`config.mk`:
```
export PLATFORM = sky130hd
export DESIGN_NAME = ga_sequencer
export DESIGN_NICKNAME = d
export VERILOG_FILES = /design/src/rtl/ga_pkg.sv /design/src/rtl/ga_watchdog.sv /design/src/rtl/ga_sequencer.sv
export SDC_FILE = /design/constraint.sdc
export NUM_CORES = 1
export LEC_CHECK = 0
export ABC_AREA = 0
export CORE_ASPECT_RATIO = 1.5
export CORE_MARGIN = 8
export CORE_UTILIZATION = 35
export DETAILED_ROUTE_END_ITERATION = 10
export PLACE_DENSITY_LB_ADDON = 0.2
export SLEW_MARGIN = 25
export SYNTH_ARGS = -nofsm -noshare
export SYNTH_HDL_FRONTEND = slang
export SYNTH_SLANG_ARGS = --single-unit
```
`constraint.sdc`:
```
create_clock -name clk -period 5.55 [get_ports clk]
set_input_delay 1.11 -clock clk [delete_from_list [all_inputs] [get_ports clk]]
set_output_delay 1.11 -clock clk [all_outputs]
set_load 0.02 [all_outputs]
```
`src/rtl/ga_pkg.sv`:
```
// Shared types and defaults for the genetic-algorithm run controller.
// The sequencer state encoding and the datapath widths are used by the top and its testbench.
package ga_pkg;

  localparam int POP_W            = 7500;
  localparam int SEL_W            = 1500;
  localparam int DEF_GEN_W        = 16;
  localparam int DEF_MAX_GENS     = 100;
  localparam int DEF_REPORT_EVERY = 10;
  localparam int DEF_TIMEOUT      = 65535;

  typedef enum logic [3:0] {
    S_IDLE   = 4'd0,
    S_INIT_W = 4'd1,
    S_INIT_C = 4'd2,
    S_SEL_W  = 4'd3,
    S_MUT_W  = 4'd4,
    S_COMMIT = 4'd5,
    S_RPT_W  = 4'd6,
    S_DONE   = 4'd7,
    S_FAULT  = 4'd8
  } ga_state_e;

  function automatic logic is_wait_state(input ga_state_e s);
    logic w;
    case (s)
      S_INIT_W, S_SEL_W, S_MUT_W, S_RPT_W: w = 1'b1;
      default:                             w = 1'b0;
    endcase
    return w;
  endfunction

endpackage

```
`src/rtl/ga_watchdog.sv`:
```
// Loadable down-counter that flags expiry when it runs out while a wait is in progress.
// Loaded with TIMEOUT-1 alongside every start strobe, decremented each cycle of a wait state.
module ga_watchdog
  import ga_pkg::*;
#(
  parameter int TIMEOUT = DEF_TIMEOUT
) (
  input  logic clk,
  input  logic rst,
  input  logic load,
  input  logic run,
  output logic expired
);

  localparam int CNT_W = (TIMEOUT > 2) ? $clog2(TIMEOUT) : 1;
  localparam logic [CNT_W-1:0] LOAD_VAL = CNT_W'(TIMEOUT - 1);
  localparam logic [CNT_W-1:0] ZERO     = {CNT_W{1'b0}};

  logic [CNT_W-1:0] count_q, count_d;

  // Reload beats decrement so a back-to-back wait starts a fresh budget.
  always_comb begin
    count_d = count_q;
    if (load) begin
      count_d = LOAD_VAL;
    end else if (run && (count_q != ZERO)) begin
      count_d = count_q - CNT_W'(1);
    end else begin
      count_d = count_q;
    end
  end

  // Counter register.
  always_ff @(posedge clk) begin
    if (rst) begin
      count_q <= ZERO;
    end else begin
      count_q <= count_d;
    end
  end

  assign expired = run && (count_q == ZERO);

endmodule

```
`src/rtl/ga_sequencer.sv`:
```
// Run-level controller: init, then selection -> mutation -> commit generations with
// periodic UART reports, stopping at the generation limit, on stop, or on watchdog expiry.
module ga_sequencer
  import ga_pkg::*;
#(
  parameter int GEN_W        = DEF_GEN_W,
  parameter int MAX_GENS     = DEF_MAX_GENS,
  parameter int REPORT_EVERY = DEF_REPORT_EVERY,
  parameter int TIMEOUT      = DEF_TIMEOUT
) (
  input  logic             clk,
  input  logic             rst,
  input  logic             start,
  input  logic             stop,
  input  logic             init_done,
  input  logic             sel_done,
  input  logic             mut_done,
  input  logic             uart_done,
  output logic             init_start,
  output logic             sel_start,
  output logic             mut_start,
  output logic             uart_start,
  output logic             pop_we,
  output logic             pop_sel,
  output logic [GEN_W-1:0] gen_count,
  output logic             busy,
  output logic             finished,
  output logic             fault
);

  localparam logic [GEN_W-1:0] MAX_G   = GEN_W'(MAX_GENS);
  localparam logic [GEN_W-1:0] RPT_DIV = GEN_W'((REPORT_EVERY == 0) ? 1 : REPORT_EVERY);
  localparam logic             RPT_EN  = (REPORT_EVERY != 0);
  localparam logic [GEN_W-1:0] G_ZERO  = {GEN_W{1'b0}};

  if ((MAX_GENS < 1) || (64'(MAX_GENS) >= (64'd1 << GEN_W))) begin : g_bad_max_gens
    $error("ga_sequencer: MAX_GENS must be in 1..2^GEN_W-1");
  end
  if (TIMEOUT < 2) begin : g_bad_timeout
    $error("ga_sequencer: TIMEOUT must be at least 2");
  end

  ga_state_e        state_q, state_d;
  logic             init_start_q, init_start_d;
  logic             sel_start_q, sel_start_d;
  logic             mut_start_q, mut_start_d;
  logic             uart_start_q, uart_start_d;
  logic             pop_we_q, pop_we_d;
  logic             pop_sel_q, pop_sel_d;
  logic [GEN_W-1:0] gen_count_q, gen_count_d;
  logic             busy_q, busy_d;
  logic             finished_q, finished_d;
  logic             fault_q, fault_d;
  logic             stop_lat_q, stop_lat_d;

  logic done_s, first_s, accept_s, last_gen_s, report_due_s;
  logic wd_load_s, wd_run_s, wd_expired_s;

  // The strobe flop doubles as the "first cycle of this wait" marker, so done is masked there.
  always_comb begin
    done_s  = 1'b0;
    first_s = 1'b0;
    case (state_q)
      S_INIT_W: begin done_s = init_done; first_s = init_start_q; end
      S_SEL_W:  begin done_s = sel_done;  first_s = sel_start_q;  end
      S_MUT_W:  begin done_s = mut_done;  first_s = mut_start_q;  end
      S_RPT_W:  begin done_s = uart_done; first_s = uart_start_q; end
      default:  begin done_s = 1'b0;      first_s = 1'b0;         end
    endcase
  end

  assign accept_s     = done_s && !first_s;
  assign last_gen_s   = (gen_count_q == MAX_G);
  assign report_due_s = (RPT_EN && ((gen_count_q % RPT_DIV) == G_ZERO)) || last_gen_s || stop;
  assign wd_run_s     = is_wait_state(state_q);
  assign wd_load_s    = init_start_d | sel_start_d | mut_start_d | uart_start_d;

  // Next-state and next-output logic.
  always_comb begin
    state_d      = state_q;
    init_start_d = 1'b0;
    sel_start_d  = 1'b0;
    mut_start_d  = 1'b0;
    uart_start_d = 1'b0;
    pop_we_d     = 1'b0;
    pop_sel_d    = pop_sel_q;
    gen_count_d  = gen_count_q;
    busy_d       = busy_q;
    finished_d   = finished_q;
    fault_d      = fault_q;
    stop_lat_d   = stop_lat_q;
    case (state_q)
      S_IDLE, S_DONE: begin
        if (start) begin
          state_d      = S_INIT_W;
          init_start_d = 1'b1;
          gen_count_d  = G_ZERO;
          finished_d   = 1'b0;
          busy_d       = 1'b1;
          stop_lat_d   = 1'b0;
        end else begin
          state_d = state_q;
        end
      end
      S_INIT_W: begin
        if (accept_s) begin
          state_d   = S_INIT_C;
          pop_we_d  = 1'b1;
          pop_sel_d = 1'b0;
        end else if (wd_expired_s) begin
          state_d = S_FAULT;
          fault_d = 1'b1;
          busy_d  = 1'b0;
        end else begin
          state_d = S_INIT_W;
        end
      end
      S_INIT_C: begin
        state_d     = S_SEL_W;
        sel_start_d = 1'b1;
      end
      S_SEL_W: begin
        if (accept_s) begin
          state_d     = S_MUT_W;
          mut_start_d = 1'b1;
        end else if (wd_expired_s) begin
          state_d = S_FAULT;
          fault_d = 1'b1;
          busy_d  = 1'b0;
        end else begin
          state_d = S_SEL_W;
        end
      end
      S_MUT_W: begin
        if (accept_s) begin
          state_d     = S_COMMIT;
          pop_we_d    = 1'b1;
          pop_sel_d   = 1'b1;
          gen_count_d = gen_count_q + GEN_W'(1);
        end else if (wd_expired_s) begin
          state_d = S_FAULT;
          fault_d = 1'b1;
          busy_d  = 1'b0;
        end else begin
          state_d = S_MUT_W;
        end
      end
      S_COMMIT: begin
        // gen_count_q already holds the new count here.
        stop_lat_d = stop;
        if (report_due_s) begin
          state_d      = S_RPT_W;
          uart_start_d = 1'b1;
        end else begin
          state_d     = S_SEL_W;
          sel_start_d = 1'b1;
        end
      end
      S_RPT_W: begin
        if (accept_s && (last_gen_s || stop_lat_q)) begin
          state_d    = S_DONE;
          busy_d     = 1'b0;
          finished_d = 1'b1;
        end else if (accept_s) begin
          state_d     = S_SEL_W;
          sel_start_d = 1'b1;
        end else if (wd_expired_s) begin
          state_d = S_FAULT;
          fault_d = 1'b1;
          busy_d  = 1'b0;
        end else begin
          state_d = S_RPT_W;
        end
      end
      S_FAULT: begin
        state_d = S_FAULT;
        fault_d = 1'b1;
        busy_d  = 1'b0;
      end
      default: begin
        state_d = S_FAULT;
        fault_d = 1'b1;
        busy_d  = 1'b0;
      end
    endcase
  end

  // State and output registers.
  always_ff @(posedge clk) begin
    if (rst) begin
      state_q      <= S_IDLE;
      init_start_q <= 1'b0;
      sel_start_q  <= 1'b0;
      mut_start_q  <= 1'b0;
      uart_start_q <= 1'b0;
      pop_we_q     <= 1'b0;
      pop_sel_q    <= 1'b0;
      gen_count_q  <= G_ZERO;
      busy_q       <= 1'b0;
      finished_q   <= 1'b0;
      fault_q      <= 1'b0;
      stop_lat_q   <= 1'b0;
    end else begin
      state_q      <= state_d;
      init_start_q <= init_start_d;
      sel_start_q  <= sel_start_d;
      mut_start_q  <= mut_start_d;
      uart_start_q <= uart_start_d;
      pop_we_q     <= pop_we_d;
      pop_sel_q    <= pop_sel_d;
      gen_count_q  <= gen_count_d;
      busy_q       <= busy_d;
      finished_q   <= finished_d;
      fault_q      <= fault_d;
      stop_lat_q   <= stop_lat_d;
    end
  end

  ga_watchdog #(
    .TIMEOUT(TIMEOUT)
  ) u_watchdog (
    .clk    (clk),
    .rst    (rst),
    .load   (wd_load_s),
    .run    (wd_run_s),
    .expired(wd_expired_s)
  );

  assign init_start = init_start_q;
  assign sel_start  = sel_start_q;
  assign mut_start  = mut_start_q;
  assign uart_start = uart_start_q;
  assign pop_we     = pop_we_q;
  assign pop_sel    = pop_sel_q;
  assign gen_count  = gen_count_q;
  assign busy       = busy_q;
  assign finished   = finished_q;
  assign fault      = fault_q;

endmodule

```
# Yosys cells after proc, flatten, opt, wreduce, memory -nomap -nowiden
# Index checks and enable logic that the tools add are counted.
# totals
reg_bits	46
in_bits	8
wordCells	112
# classes
n_addsub	2
div_mod_pow	1
eq_ne	13
muxes	45
bitwise	6
n_reduce_logical	31
# op_table
op	count
2-to-1 mux 16 bit	4
2-to-1 mux 4 bit	10
logical NOT 16 bit	2
one-hot mux 16 bit (2 select lines)	1
one-hot mux 4 bit (7 select lines)	1
2-to-1 mux 1 bit	20
adder 16 x 1 -> 16 bit (second input constant)	1
equality test 16 x 7 -> 1 bit (second input constant)	1
equality test 4 x 3 -> 1 bit (second input constant)	4
modulo 16 x 4 -> 16 bit (second input constant)	1
nonzero test 16 bit	1
subtractor 16 x 1 -> 16 bit (second input constant)	1
one-hot mux 1 bit (4 select lines)	3
inequality test 2 bit (second input constant)	5
nonzero test 2 bit	5
OR reduction 2 bit	5
AND reduction 3 bit	3
equality test 4 x 2 -> 1 bit (second input constant)	2
OR reduction 4 bit	2
one-hot mux 1 bit (2 select lines)	3
one-hot mux 1 bit (3 select lines)	2
AND reduction 2 bit	3
equality test 4 x 1 -> 1 bit (second input constant)	1
logical AND 1 bit	4
7 further kinds	13

# Logic depth before layout (Yosys ltp)
# depth
ltp_word	11
depth_mapped	22
depth_no_buf	17

# Modules after synthesis
# From an unflattened synthesis, not the netlist that was laid out.
# hier_totals
hier_cells	565
hier_area_um2	4285.4
# modules_own_cells
module	instances	cells_each	area_per_inst_um2	seq_area_each_um2
ga_sequencer	1	456	3382.0	600.6
ga_watchdog	1	109	903.4	320.3

# Worst setup path before layout
# Ideal clock, no wire load.
# synth_path
path_kind	register to register
startpoint	register gen_count_q[11] (netlist: gen_count[11])
endpoint	register state_q[2]
setup_ns	0.070
t_arrival_ns	4.641
required_time_ns	5.480
slack_ns	0.838
stages_incl_launch_ff	19
synth_period_minus_slack_ns	4.712
path_cell_list	dfxtp_1 > buf_6 > or3b_4 > o2111a_1 > o21ai_1 > o31ai_4 > o21ai_0 > mux2_2 > a2111oi_2 > nor2_1 > and3_1 > a2111oi_0 > o21ai_2 > mux2i_1 > a221o_1 > o32ai_1 > a311oi_1 > nand2b_1 > a21oi_1
# synth_via
elab_chain_cells	6
elab_cells_between_ends	10
classes_between	div: 1; eq/ne: 1; mux: 3; reduce/logical: 5
# synth_lines
item	line	source
start: declaration	ga_sequencer.sv:50	logic [GEN_W-1:0] gen_count_q, gen_count_d;
start signal: assignment	ga_sequencer.sv:211	gen_count_q <= gen_count_d;
modulo 16 x 4 -> 16 bit	ga_sequencer.sv:74	assign report_due_s = (RPT_EN && ((gen_count_q % RPT_DIV) == G_ZERO)) || last_gen_s || stop;
logical NOT 16 bit	ga_sequencer.sv:74	
logical OR 1 bit (2 in a row)	ga_sequencer.sv:74	
2-to-1 mux 3 bit	ga_sequencer.sv:151	if (report_due_s) begin
one-hot mux 4 bit (7 select lines) (*)	ga_sequencer.sv:92	case (state_q)
end signal: assignment	ga_sequencer.sv:204	state_q <= state_d;
end: declaration	ga_sequencer.sv:43	ga_state_e state_q, state_d;
# Every way passes the cells marked *; elsewhere a longest branch is shown, timed or not.
# A chain may end at the register's enable or synchronous reset.

# Worst setup path in the final report
# Same ends and word-level chain as after synthesis.

==> metrics.txt <==
n_diodes 0; Initial Utilization 0.359; core area between 10,000 and 15,000 um^2; Via density 5.95; Hold Crit Class reg -> reg; Worst setup EP type flop; GRT Residual Overflow 0; crit path capture state_q[2]; ys flop type dfxtp_1; Setup Skew around 4.8 ps; Row Count ~50; vias in the first global route roughly 4,400; Combinational Power Share 0.121; Seq cells post-synth 46; IO Pins 33; Root Buffer clkbuf_16; detailed-route wire length per cell ~17 um; Vert. Die Dim 152 um; hold buffer count at CTS 0; most common cell after layout, fill and taps aside nor2_1; P_int 605 uW; Placed Cells about 750; H-tree levels 2; Seq/Total Area, Yosys 0.214; max layer used met4; r2r endpoint state_q[2]; TritonCTS clock tree yes; final worst slack 318 ps; Gate Count Post-Synth 580; minimum clock period 5230 ps; share of layout cells above drive strength 1 0.135; DP HPWL 9.76 mm; first-pass GRT wire length between 20 and 25 mm; DRT Pass-1 Iters 5; VDD IR max approximately 0.00016 V; largest net degree at the start of global routing 31; Final Hold Vio Count 0; clock share of power 0.419; drc violations 0; post-synth cell types 91; most frequent cells in the layout nor2_1 (70), a21oi_1 (41), dfxtp_1 (41); Synth-to-Final Area Change 17.1%; worst hold slack between 400 and 500 ps; Worst EP arrival approximately 5500 ps; Layout Cells excl Fill about 760; First DRT Iteration DRCs between 200 and 300; CP Launch Type flop; Inserted Clock Buffers 5; Tightest Pin Transition 963 ps; die area ~16,000 um^2; worst slack, placed approximately 45 ps; asr flop ratio synth 0; DR vias ~4,500; Ys Warns 0; DR WL met2 a little under 7 mm; fin crit share 0.943; maxcap violations 0; mapped cell area 4310 um^2; Leak about 1.7 nW; worst skew pair latency between 200 and 300 ps; R2R Setup Slk 320 ps; Sink Count 46; Final ANT Viol Nets 0; switch share 0.244; initial antenna violation count 0; placer's final routability congestion estimate 0.921; Clock Path Buffers 2; pwr dens 159 nW/um^2; depth of the most critical reg-to-reg path 18; Final TNS setup 0 ps; Synth Net Count roughly 590; Sw Pwr approximately 200 uW; Final nets between 600 and 700; Avg Synthesized Cell Area 7.43 um^2; Reg clk slew, reported paths around 60 ps; final setup fails 0; HP Start fault; CP Max Fanout 19; EDFF count, synth 0; total length of routed wires 12.9 mm; CP Launch Point gen_count[11]; Port Buffers 32; metal1 wirelength between 5 and 6 mm; Req. time, crit path 5770 ps; Slew Limit Headroom 0.355; FF-to-FF Start gen_count[11]; Max Fclk approximately 190 MHz; final slew viol count 0; GRT Total Usage 0.156; Setup CP Type reg -> reg; Met3 Wirelength around 460 um; status finished clean; sequential share of power 0.460; Chip Width 107 um
==> metal layers <==
layer / up-vias / GRT usage
met5: - / 0
met4: 0 / 0.0714
met3: 33 / 0.0195
met2: 119 / 0.287
met1: 2164 / 0.171
li1: 2220 / -
==> synthesized netlist by cell type, types with 4 or more instances <==
| cell | n | area share |
|---|---|---|
| or2_2 | 5 | 0.0073 |
| and3_1 | 4 | 0.0058 |
| nor4_1 | 11 | 0.016 |
| or3_1 | 7 | 0.010 |
| a31oi_1 | 8 | 0.012 |
| nand3_1 | 20 | 0.023 |
| o21ai_0 | 18 | 0.021 |
| nand2b_1 | 16 | 0.023 |
| nor3b_1 | 5 | 0.0087 |
| ha_1 | 4 | 0.012 |
| buf_6 | 6 | 0.016 |
| xnor2_1 | 23 | 0.047 |
| a21oi_1 | 41 | 0.048 |
| o21ai_1 | 4 | 0.0046 |
| and2_1 | 4 | 0.0058 |
| o32ai_1 | 6 | 0.012 |
| xor2_1 | 9 | 0.018 |
| dfxtp_1 | 46 | 0.21 |
| o2111a_1 | 5 | 0.013 |
| nor2_1 | 70 | 0.061 |
| a211o_1 | 4 | 0.0081 |
| clkbuf_1 | 25 | 0.022 |
| a311oi_1 | 4 | 0.0081 |
| mux2i_1 | 11 | 0.026 |
| nand2_1 | 40 | 0.035 |
| inv_1 | 19 | 0.017 |
| nand4_1 | 4 | 0.0058 |
| nand3b_1 | 7 | 0.012 |
| nor2b_1 | 10 | 0.015 |
| a211oi_1 | 7 | 0.012 |
| o22ai_1 | 6 | 0.0087 |
| o211ai_1 | 5 | 0.0087 |
| buf_2 | 8 | 0.0093 |
| nor3_1 | 25 | 0.029 |
| o221ai_1 | 4 | 0.0081 |
==> power by group through the flow <==
stage               combinational, mW  clock (mW)  sequential, mW
floorplan                      0.0748           0           0.370
global placement               0.0965           0           0.375
detailed placement             0.0976           0           0.376
CTS                            0.0985       0.346           0.368
global route                    0.111       0.355           0.371
finish                         0.0972       0.335           0.368
==> final cells by class <==
cell class,instances,area (um^2)
clock buffer,6,129
clock inverter,2,37.5
fill,1263,6970
inverter,21,78.8
multi-input combinational,468,3100
sequential,46,930
tap,153,191
timing repair buffer,66,579
==> worst min path at each step <==
stage                       endpoint  slack [ps]  cells after the start
2_1_floorplan  u_watchdog.count_q[2]         480                      2
3_3_place_gp                   fault         430                      2
3_5_place_dp                   fault         440                      2
4_1_cts                        fault         450                      2
5_1_grt                        fault         500                      2
6_report                       fault         450                      2
==> cell families after synthesis <==
group	synth area share
AND/OR/NAND/NOR	0.307
AO/OA/AOI/OAI	0.293
buffers and inverters	0.0764
flip-flops	0.214
XOR/XNOR	0.0650
multiplexers	0.0334
adder cells (fa/ha/maj)	0.0116
==> critical path, cell delays in order (launching register included) <==
cell	delay (ps)
dfxtp_2	370
buf_4	220
nand2b_1	210
a311oi_2	310
a21oi_1	140
o311a_4	410
nor3_1	400
a211o_1	280
nand2_1	100
o32a_1	420
a2111oi_0	600
a2111oi_2	110
o21ai_2	180
mux2i_1	130
a221o_1	360
o32ai_1	370
a311oi_1	200
nand2b_1	200
a21oi_1	130
==> stage by stage <==
stage               utilization  power, mW  area (um^2)
floorplan                     -      0.444         4310
global placement          0.402      0.471         4830
detailed placement        0.402      0.474         4830
CTS                       0.415      0.813         4990
global route              0.420      0.836         5040
finish                    0.420      0.800         5040
==> what timing repair did <==
| action | 4_1_cts | 5_1_grt |
|---|---|---|
| setup buffers | 0 | 0 |
| setup endpoints to repair | 0 | 4 |
| resized for setup | 0 | 17 |
Note: power is estimated with default switching activity, not from simulation.
